## src/rtl/irq_controller_if.sv

```systemverilog
`default_nettype none
// ============================================================================
// Module   : irq_controller_if
// Purpose  : Bundle of the sequencer-facing, register-bus and peripheral
//            signals of the interrupt controller. The master modport is the
//            driving side (sequencer / peripherals / bus host). The slave
//            modport is the controller itself.
// Revision : 1.0 - initial release
// ============================================================================
interface irq_controller_if #(
  parameter int N_IRQ = 5
);

  // Peripheral interrupt sources
  logic [N_IRQ-1:0] irq_trig;

  // Register bus
  logic [7:0]       wdata;
  logic             sel_if;
  logic             sel_ie;
  logic             wr;
  logic [7:0]       rdata;

  // Sequencer handshake
  logic             ime_set;
  logic             ime_clr;
  logic             m1;
  logic             int_ack;
  logic             irq_req;
  logic             wake;
  logic [15:0]      vector;
  logic             vector_valid;
  logic [N_IRQ-1:0] irq_ack;
  logic             ime;

  modport master (
    output irq_trig, wdata, sel_if, sel_ie, wr,
    output ime_set, ime_clr, m1, int_ack,
    input  rdata, irq_req, wake, vector, vector_valid, irq_ack, ime
  );

  modport slave (
    input  irq_trig, wdata, sel_if, sel_ie, wr,
    input  ime_set, ime_clr, m1, int_ack,
    output rdata, irq_req, wake, vector, vector_valid, irq_ack, ime
  );

endinterface
`default_nettype wire

```

## src/rtl/irq_controller.sv

```systemverilog
`default_nettype none
// ============================================================================
// Module   : irq_controller
// Purpose  : Prioritised interrupt controller. It holds interrupt flag (IF)
//            and enable (IE) registers, plus a master enable (IME) with a
//            delayed EI. A four-state dispatch FSM hands a vector to the
//            sequencer and acknowledges the serviced peripheral.
// Revision : 1.0 - initial release
// ============================================================================
module irq_controller #(
  parameter int               N_IRQ      = 5,        // 1..8 channels
  parameter logic [N_IRQ-1:0] LEVEL_MASK = '0,       // 1 = level, 0 = rising edge
  parameter logic [15:0]      VEC_BASE   = 16'h0040, // vector of channel 0
  parameter int               VEC_SHIFT  = 3         // vector stride = 2^VEC_SHIFT
) (
  input  wire logic        clk,
  input  wire logic        rst_n,
  irq_controller_if.slave  bus
);

  // --------------------------------------------------------------------------
  // Dispatch FSM encoding
  // --------------------------------------------------------------------------
  typedef enum logic [1:0] {
    ST_IDLE = 2'd0,  // waiting for an enabled pending interrupt with IME set
    ST_PEND = 2'd1,  // requesting dispatch from the sequencer
    ST_SNAP = 2'd2,  // choosing the winning channel and clearing its flag
    ST_VEC  = 2'd3   // presenting the vector for one cycle
  } state_t;

  // --------------------------------------------------------------------------
  // Registers
  // --------------------------------------------------------------------------
  state_t           r_state;
  logic [N_IRQ-1:0] r_trig_prev;  // previous trigger sample for edge detection
  logic [N_IRQ-1:0] r_if;         // interrupt flags
  logic [7:0]       r_ie;         // interrupt enables (full byte is readable)
  logic             r_ime;        // master enable
  logic             r_ei_armed;   // EI seen, waiting for the next opcode fetch
  logic [2:0]       r_k;          // channel latched at the snapshot
  logic             r_hit;        // snapshot found a pending channel

  // --------------------------------------------------------------------------
  // Combinational signals
  // --------------------------------------------------------------------------
  state_t           w_state_next;
  logic             w_dispatch;
  logic             w_wr_if;
  logic             w_wr_ie;
  logic [N_IRQ-1:0] w_set;
  logic [N_IRQ-1:0] w_pend;
  logic             w_any_pend;
  logic [N_IRQ-1:0] w_if_eff;
  logic [N_IRQ-1:0] w_ie_eff;
  logic [N_IRQ-1:0] w_snap_pend;
  logic             w_snap_hit;
  logic [2:0]       w_snap_k;
  logic [N_IRQ-1:0] w_snap_clr;
  logic [N_IRQ-1:0] w_if_next;
  logic [7:0]       w_if_rd;
  logic [15:0]      w_vec_off;

  assign w_wr_if = bus.wr & bus.sel_if;
  assign w_wr_ie = bus.wr & bus.sel_ie;

  // Edge channels flag on a 0->1 transition; level channels flag while high.
  assign w_set = (bus.irq_trig & LEVEL_MASK)
               | (bus.irq_trig & ~r_trig_prev & ~LEVEL_MASK);

  // Pending set as seen from the registered state; drives WAKE and the FSM.
  assign w_pend     = r_if & r_ie[N_IRQ-1:0];
  assign w_any_pend = |w_pend;

  // The snapshot also sees a register write issued in the same cycle. This
  // lets software that disables or clears sources in the cycle right after
  // the acknowledge still cancel the dispatch.
  assign w_if_eff    = w_wr_if ? bus.wdata[N_IRQ-1:0] : r_if;
  assign w_ie_eff    = w_wr_ie ? bus.wdata[N_IRQ-1:0] : r_ie[N_IRQ-1:0];
  assign w_snap_pend = w_if_eff & w_ie_eff;
  assign w_snap_hit  = |w_snap_pend;

  // Lowest-index priority encoder over the snapshot pending set.
  always_comb begin
    w_snap_k = 3'd0;
    for (int i = N_IRQ - 1; i >= 0; i--) begin
      if (w_snap_pend[i]) begin
        w_snap_k = 3'(i);
      end
    end
  end

  // One-hot clear of the winning flag, only when the snapshot found a winner.
  always_comb begin
    w_snap_clr = '0;
    if ((r_state == ST_SNAP) && w_snap_hit) begin
      for (int i = 0; i < N_IRQ; i++) begin
        w_snap_clr[i] = (w_snap_k == 3'(i));
      end
    end
  end

  // Next IF value: a bus write loads, trigger sets override the write, and
  // the dispatch clear overrides everything for the serviced bit.
  assign w_if_next = (w_if_eff | w_set) & ~w_snap_clr;

  // Read view of IF: unused upper bits read as 1.
  always_comb begin
    w_if_rd              = 8'hFF;
    w_if_rd[N_IRQ-1:0]   = r_if;
  end

  // Register read mux; selects are mutually exclusive, nothing selected reads 0.
  always_comb begin
    bus.rdata = 8'h00;
    if (bus.sel_if) begin
      bus.rdata = w_if_rd;
    end else if (bus.sel_ie) begin
      bus.rdata = r_ie;
    end
  end

  assign w_vec_off = 16'(r_k) << VEC_SHIFT;
  assign bus.wake  = w_any_pend;
  assign bus.ime   = r_ime;

  // --------------------------------------------------------------------------
  // Trigger history and flag/enable registers
  // --------------------------------------------------------------------------

  // Sample triggers and update IF / IE from sources, bus writes and dispatch.
  always_ff @(posedge clk or negedge rst_n) begin
    if (!rst_n) begin
      r_trig_prev <= '0;
      r_if        <= '0;
      r_ie        <= 8'h00;
    end else begin
      r_trig_prev <= bus.irq_trig;
      r_if        <= w_if_next;
      if (w_wr_ie) begin
        r_ie <= bus.wdata;
      end
    end
  end

  // Master enable: DI wins and cancels a pending EI; EI takes effect one
  // opcode fetch later; accepting a dispatch masks further interrupts.
  always_ff @(posedge clk or negedge rst_n) begin
    if (!rst_n) begin
      r_ime      <= 1'b0;
      r_ei_armed <= 1'b0;
    end else if (bus.ime_clr) begin
      r_ime      <= 1'b0;
      r_ei_armed <= 1'b0;
    end else begin
      r_ei_armed <= bus.ime_set | (r_ei_armed & ~bus.m1);
      if (w_dispatch) begin
        r_ime <= 1'b0;
      end else if (r_ei_armed && bus.m1) begin
        r_ime <= 1'b1;
      end
    end
  end

  // --------------------------------------------------------------------------
  // Dispatch FSM
  // --------------------------------------------------------------------------

  // State register.
  always_ff @(posedge clk or negedge rst_n) begin
    if (!rst_n) begin
      r_state <= ST_IDLE;
    end else begin
      r_state <= w_state_next;
    end
  end

  // Snapshot result, captured when leaving SNAP and held through VEC.
  always_ff @(posedge clk or negedge rst_n) begin
    if (!rst_n) begin
      r_k   <= 3'd0;
      r_hit <= 1'b0;
    end else if (r_state == ST_SNAP) begin
      r_k   <= w_snap_k;
      r_hit <= w_snap_hit;
    end
  end

  // Next-state logic and sequencer-facing outputs.
  always_comb begin
    w_state_next     = r_state;
    w_dispatch       = 1'b0;
    bus.irq_req      = 1'b0;
    bus.vector_valid = 1'b0;
    bus.vector       = 16'h0000;
    bus.irq_ack      = '0;
    case (r_state)
      ST_IDLE: begin
        if (r_ime && w_any_pend) begin
          w_state_next = ST_PEND;
        end
      end
      ST_PEND: begin
        bus.irq_req = 1'b1;
        if (bus.int_ack) begin
          w_state_next = ST_SNAP;
          w_dispatch   = 1'b1;
        end else if (!(r_ime && w_any_pend)) begin
          w_state_next = ST_IDLE;
        end
      end
      ST_SNAP: begin
        w_state_next = ST_VEC;
      end
      ST_VEC: begin
        bus.vector_valid = 1'b1;
        if (r_hit) begin
          bus.vector = VEC_BASE + w_vec_off;
          for (int i = 0; i < N_IRQ; i++) begin
            bus.irq_ack[i] = (r_k == 3'(i));
          end
        end
        w_state_next = ST_IDLE;
      end
      default: begin
        w_state_next = ST_IDLE;
      end
    endcase
  end

endmodule
`default_nettype wire

```

## src/flat_wrapper.sv

```systemverilog
// flat-port wrapper written by rule: the top's interface ports become plain ports
module irq_controller_flat 
#(
  parameter int               N_IRQ      = 5,                        
  parameter logic [N_IRQ-1:0] LEVEL_MASK = '0,                                    
  parameter logic [15:0]      VEC_BASE   = 16'h0040,                       
  parameter int               VEC_SHIFT  = 3                                       
)
  (clk, rst_n, bus_irq_trig, bus_wdata, bus_sel_if, bus_sel_ie, bus_wr, bus_ime_set, bus_ime_clr, bus_m1, bus_int_ack, bus_rdata, bus_irq_req, bus_wake, bus_vector, bus_vector_valid, bus_irq_ack, bus_ime);
  irq_controller_if #(.N_IRQ(N_IRQ)) bus_i ();
  input  wire logic clk;
  input  wire logic rst_n;
  input wire logic [$bits(bus_i.irq_trig)-1:0] bus_irq_trig;
  input wire logic [$bits(bus_i.wdata)-1:0] bus_wdata;
  input wire logic [$bits(bus_i.sel_if)-1:0] bus_sel_if;
  input wire logic [$bits(bus_i.sel_ie)-1:0] bus_sel_ie;
  input wire logic [$bits(bus_i.wr)-1:0] bus_wr;
  input wire logic [$bits(bus_i.ime_set)-1:0] bus_ime_set;
  input wire logic [$bits(bus_i.ime_clr)-1:0] bus_ime_clr;
  input wire logic [$bits(bus_i.m1)-1:0] bus_m1;
  input wire logic [$bits(bus_i.int_ack)-1:0] bus_int_ack;
  output wire logic [$bits(bus_i.rdata)-1:0] bus_rdata;
  output wire logic [$bits(bus_i.irq_req)-1:0] bus_irq_req;
  output wire logic [$bits(bus_i.wake)-1:0] bus_wake;
  output wire logic [$bits(bus_i.vector)-1:0] bus_vector;
  output wire logic [$bits(bus_i.vector_valid)-1:0] bus_vector_valid;
  output wire logic [$bits(bus_i.irq_ack)-1:0] bus_irq_ack;
  output wire logic [$bits(bus_i.ime)-1:0] bus_ime;
  assign bus_i.irq_trig = bus_irq_trig;
  assign bus_i.wdata = bus_wdata;
  assign bus_i.sel_if = bus_sel_if;
  assign bus_i.sel_ie = bus_sel_ie;
  assign bus_i.wr = bus_wr;
  assign bus_i.ime_set = bus_ime_set;
  assign bus_i.ime_clr = bus_ime_clr;
  assign bus_i.m1 = bus_m1;
  assign bus_i.int_ack = bus_int_ack;
  assign bus_rdata = bus_i.rdata;
  assign bus_irq_req = bus_i.irq_req;
  assign bus_wake = bus_i.wake;
  assign bus_vector = bus_i.vector;
  assign bus_vector_valid = bus_i.vector_valid;
  assign bus_irq_ack = bus_i.irq_ack;
  assign bus_ime = bus_i.ime;
  irq_controller #(.N_IRQ(N_IRQ), .LEVEL_MASK(LEVEL_MASK), .VEC_BASE(VEC_BASE), .VEC_SHIFT(VEC_SHIFT)) u_core (.clk(clk), .rst_n(rst_n), .bus(bus_i));
endmodule
```

## config.mk

```make
export PLATFORM = sky130hd
export DESIGN_NAME = irq_controller_flat
export DESIGN_NICKNAME = d
export VERILOG_FILES = /design/src/rtl/irq_controller_if.sv /design/src/rtl/irq_controller.sv /design/src/flat_wrapper.sv
export SDC_FILE = /design/constraint.sdc
export NUM_CORES = 1
export LEC_CHECK = 0
export CORE_MARGIN = 3
export CORE_UTILIZATION = 40
export DETAILED_ROUTE_END_ITERATION = 6
export GPL_ROUTABILITY_DRIVEN = 1
export PLACE_DENSITY = 0.78
export SETUP_SLACK_MARGIN = 0.2
export SYNTH_ARGS = -nofsm -noshare
export SYNTH_HDL_FRONTEND = slang
export SYNTH_SLANG_ARGS = --single-unit
```

## constraint.sdc

```tcl
create_clock -name clk -period 1.5 [get_ports clk]
set_input_delay 0.375 -clock clk [delete_from_list [all_inputs] [get_ports clk]]
set_output_delay 0.375 -clock clk [all_outputs]
set_load 0.005 [all_outputs]
```

## Word-level counts from Yosys, hierarchy flattened

Index checks and enable logic that the tools add are counted.

- Logic and storage cells: 70
- Register bits: 26
- RAM bits: 0
- Memories kept: 0
- Memory bits (read-only): 0
- Bits in latches: 0
- Bits of input ports: 22

- Multiply operators: 0
- Bitwise gates (word level): 12
- Add/subtract/negate cells: 1
- Reduce and logical (&&, ||, !) cells: 10
- Equality and inequality tests: 13
- $lt $le $gt $ge: 0
- Divide/modulo/power cells: 0
- Shifts and indexed selects: 0
- Multiplexer cells: 26

Operators with widths:

| operator | number |
|---|---|
| $mux 16 | 2 |
| $mux 5 | 5 |
| $and 5x5->5 | 4 |
| $mux 8 | 2 |
| $mux 3 | 5 |
| $eq 3x2->1 const B | 4 |
| $not 5->5 | 2 |
| $reduce_or 5->1 | 2 |
| $add 7x6->8 const A | 1 |
| $mux 1 | 8 |
| $pmux 2 s4 | 1 |
| $eq 3x1->1 const B | 2 |
| $eq 3x3->1 const B | 2 |
| $logic_not 3->1 | 2 |
| $mux 2 | 3 |
| $or 5x5->5 | 1 |
| $eq 2x2->1 const B | 2 |
| $and 1x1->1 | 3 |
| $logic_and 1x1->1 | 3 |
| $ne 3x3->1 const B | 1 |
| $reduce_bool 3->1 | 1 |
| $eq 2x1->1 const B | 1 |
| $logic_not 2->1 | 1 |
| $ne 2x1->1 const B | 1 |
| 3 further kinds | 3 |

## Depth between registers and ports, before layout

- Depth after elaboration: 12
- Gate-level depth with buffers: 6

## Worst setup path before layout

Ideal clock, no wire load.

- Path kind: flip-flop to output port
- From: register (tool-made name)
- To: output port bus_irq_ack[4]
- Data arrival time: 1.108 ns
- Setup slack: 0.017 ns
- Path buffers: 0
- Cell stages (with the launch flop): 6
- Cells stage by stage: dfrtp_1 > and2_1 > nand2_1 > inv_1 > and2_1 > nor3b_1

RTL lines:

| element | line | RTL |
|---|---|---|
| end: declaration | flat_wrapper.sv:27 | `output wire logic [$bits(bus_i.irq_ack)-1:0] bus_irq_ack;` |

## Worst setup path in the final report

- From: register u_core.r_if[1]
- To: output port bus_wake

- Cells in the longest elaborated chain, start to end: 2

RTL lines:

| element | line | RTL |
|---|---|---|
| start: declaration | irq_controller.sv:36 | `logic [N_IRQ-1:0] r_if;` |
| start signal: assignment | irq_controller.sv:138 | `r_if <= w_if_next;` |
| $and 5x5->5 | irq_controller.sv:71 | `assign w_pend = r_if & r_ie[N_IRQ-1:0];` |
| $reduce_or 5->1 | irq_controller.sv:72 | `assign w_any_pend = \|w_pend;` |
| end: declaration | flat_wrapper.sv:24 | `output wire logic [$bits(bus_i.wake)-1:0] bus_wake;` |

No other way between the ends.

==> out/results.env <==
STATUS='finished, violations left'
FAILED_CHECKS='negative setup slack'
HOLD_VIOL=0
CRIT_TYPE='reg2out'
TRITONCTS_CLOCK_TREE='built'
WORSTPATHMAXFANOUT=3
FINAL.FILL_COUNT=202
ROUTABILITYCONGESTION=0.858
FINALWORSTPATHREQUIREDPERIOD_NS=1.85
CLKSINKCOUNT=26
GRT-OVFL-TOTAL=0
MOST_USED_CELLS_IN_THE_LAYOUT_EXCLUDING_FILL_AND_TAP_CELLS='buf_4, buf_6, dfrtp_1'
MAX_SLEW.WORST_PIN.SLEW_NS=0.519
STD_CELL_ROWS=21
CLOCK_SKEW_NS=0.0136
PERIOD_SHARE=1.23
TIMING.FINAL.SETUP_VIOLATIONS=25
P_SW_mW=1.25
SYNTH.YOSYS.WARNINGS=0
RELSLEWSLACK=0.654
WORST_SKEW_PAIR.LATE_LATENCY_NS=0.29
CRITICAL_PATH.STARTPOINT_TYPE='flip-flop'
FIN_TNS_SETUP_NS=-4.96
FIN_UTIL=0.785
WORST_HOLD_PATH_TYPE='in2async'
POWER.SHARE.SWITCHING=0.367
WORST-ENDPOINT-ARRIVAL_NS=1.47
CELLS_ALONG_THE_CRITICAL_PATH='and2_4 > a2111oi_4 > nand2_1 > buf_2'
DRIVE_GT1_FRAC=0.547
PORT_BUFFERS=42
CHIPWIDTH_UM=67.1
POSTLAYOUTSETUPSLACKWORST_NS=-0.350
NET_COUNT_OF_THE_FINISHED_LAYOUT=281
GRT_FIRST_PASS_WIRELENGTH_UM=7440
VIAS_IN_THE_FIRST_GLOBAL_ROUTE=1545
DETAILED_ROUTING_ITERATIONS_PASS_1=4
DISTINCT_CELL_TYPE_COUNT_OF_THE_SYNTHESIZED_NETLIST=39
HOLDBUFCOUNTCTS=0
VDD.IR_DROP.WORST_mV=0.659
FINAL_COMMON_CELL='buf_4'
DETAIL_ROUTE.WIRELENGTH_UM=5680
SYNTH.FF_LATCH_COUNT=26
CLOCKBUFFERDEPTH=2
FLOORPLAN.CORE_AREA_UM2=3470
P_CLK_FRAC=0.128
WL_PER_CELL_UM=18.7
HOLDWS_NS=0.454
DPL.HPWL_UM=3140
SYNTH-SEQ-AREA-SHARE=0.436
CP_DATA_REQUIRED_TIME_NS=1.12
MAXCAPVIOLATIONS=0
INITIAL_UTILIZATION=0.430
POWER_FRAC_SEQ=0.303
TOTAL_VIA_COUNT_AFTER_DETAILED_ROUTING=1678
CTS-BUFFERS-INSERTED=3
NUM_ANTENNA_CELLS=0
COMB_POWER_SHARE=0.570
P_LEAK_nW=1.28
STDCELL_COUNT=304
PLACED_CELLS_INCL_TAPS=269
GRT_USAGE=0.222
BOUNDARYPINS=55
AVGVIACOUNTPERCELL=5.52
MAXIMUM_CLOCK_FREQUENCY_MHz=541
DIEAREA_UM2=4500
LAYOUT.AREA.SEQ_UM2=652
DIEHEIGHT_UM=67.1
P_PER_AREA_nW_PER_UM2=1250
CP-END-KIND='primary output'
GRT_MAX_DEGREE=27
FLOW.AREA_GROWTH_FROM_SYNTHESIS_PCT=82.3
H_TREE_LVL_COUNT=1
SYNTHESIS.AREA_PER_INSTANCE_UM2=9.95
INTERNAL_DISSIPATION_mW=2.16
CLOCKROOTBUFFER='clkbuf_8'
ANTENNA_FOUND_INITIAL=0
GRT_SETUP_UNREPAIRED='yes'
SYN_AREA_UM2=1490
DRC=0
DRT.ANTENNA.VIOLATING_NETS=0
REGISTER_CLOCK_PIN_SLEW_ON_THE_REPORTED_WORST_SETUP_AND_HOLD_PATHS_NS=0.10
RRSETUPSLACK_NS=-0.29
FINAL_REPORT_MAX_SLEW_VIOLATION_COUNT=0
SYN-INSTANCE-COUNT=150
INITIALDRTVIOLATIONCOUNT=72
POST-LAYOUT-TOTAL-POWER_mW=3.41
CP_SLOWEST_STAGE_DELAY_NS=0.40
MULTI_INPUT_AREA_UM2=1000
SLOWEST_CELL_ON_THE_CRITICAL_PATH='dfrtp_1'
-- power groups by stage --
stage          logic, mW  registers (mW)  clock network [mW]
6_report            1.94            1.03               0.435
4_1_cts             1.49            1.01               0.422
3_3_place_gp        1.15           0.965                   0
2_1_floorplan      0.497           0.993                   0
5_1_grt             2.03            1.04               0.471
3_5_place_dp        1.18           0.973                   0
-- through the flow --
stage	area, um2	setup WS (ns)
global placement	2180	-0.611
global route	2720	-0.373
detailed placement	2180	-0.669
finish	2720	-0.350
floorplan	1550	0.110
CTS	2470	-0.295
-- cell families (layout without fill, tap and decap cells) --
family / after synthesis / in the layout / synth area share
mux: 9 / 9 / 0.0671
other cells: 1 / 12 / 0.00251
compound gates: 45 / 45 / 0.243
buf+inv: 22 / 119 / 0.0947
simple gates: 47 / 47 / 0.157
flops: 26 / 26 / 0.436
-- sequential cells by signal (all words and copies together) (netlist names), named ones only --
register / flops
u_core.r_ei_armed: 1
u_core.r_ie: 8
u_core.bus.ime: 1
u_core.r_if: 5
u_core.r_k: 3
u_core.r_trig_prev: 5
u_core.r_hit: 1
u_core.r_state: 1
-- final timing paths --
| kind | from | end | cells after the start |
|---|---|---|---|
| min in group clk | u_core.r_ie[5]$_DFFE_PN0N_ | u_core.r_ie[5]$_DFFE_PN0N_ | 1 |
| min reg2reg | u_core.r_ie[5]$_DFFE_PN0N_ | u_core.r_ie[5]$_DFFE_PN0N_ | 1 |
| max in group asynchronous | rst_n | u_core.r_ie[0]$_DFFE_PN0N_ | 2 |
| min | rst_n | u_core.r_k[1]$_DFFE_PN0P_ | 2 |
| max reg2reg | u_core.r_state[0]$_DFFE_PN0P_ | u_core.r_if[4]$_DFF_PN0_ | 8 |
| max | u_core.r_if[1]$_DFF_PN0_ | bus_wake | 4 |
-- metal layers --
layer | routed length, um | vias up | track usage
li1 | - | 747 | -
met1 | 2200 | 808 | 0.280
met2 | 2810 | 97 | 0.382
met3 | 434 | 26 | 0.0236
met4 | 246 | 0 | 0.0911
met5 | 0 | - | 0
-- what timing repair did --
item                                    in CTS  in global routing
pin swaps                                   24                 18
resized for setup                          138                 31
buffers inserted                            15                 16
endpoints found under the setup margin      39                 31
-- cell usage after synthesis (all sizes together) --
| library cell | instances | area, um2 |
|---|---|---|
| a2111oi | 2 | 23.8 |
| a211oi | 1 | 7.51 |
| a21o | 4 | 30.0 |
| a21oi | 8 | 43.8 |
| a221oi | 4 | 35.0 |
| a22o | 6 | 52.6 |
| a2bb2oi | 1 | 8.76 |
| a311oi | 1 | 26.3 |
| a31o | 1 | 8.76 |
| a31oi | 2 | 12.5 |
| a32o | 2 | 20.0 |
| a32oi | 3 | 33.8 |
| a41oi | 1 | 8.76 |
| and2 | 7 | 43.8 |
| and3 | 5 | 31.3 |
| buf | 16 | 119 |
| conb | 1 | 3.75 |
| dfrtp | 26 | 651 |
| inv | 6 | 22.5 |
| mux2 | 8 | 90.1 |
| mux2i | 1 | 10.0 |
| nand2 | 19 | 71.3 |
| nand2b | 2 | 12.5 |
| nand4 | 1 | 6.26 |
| nor2 | 6 | 22.5 |
| nor2b | 3 | 18.8 |
| nor3 | 1 | 5.00 |
| nor3b | 1 | 7.51 |
| nor4 | 1 | 6.26 |
| nor4b | 1 | 8.76 |
| o21a | 1 | 7.51 |
| o21ai | 8 | 43.8 |
-- worst max-delay path, delay by kind of cell (launching register included) --
kind            cells  cell delay (ns)
compound gates      1             0.35
buf+inv             1             0.15
flops               1             0.40
simple gates        2             0.30
-- area by class of cell --
class                   instances  area share
repair buffers                109       0.347
flip-flops and latches         26       0.240
well taps                      46      0.0211
clock buffers                   4      0.0166
inverters                       6     0.00828
multi-input cells             113       0.367
(Power assumes the default switching activity.)
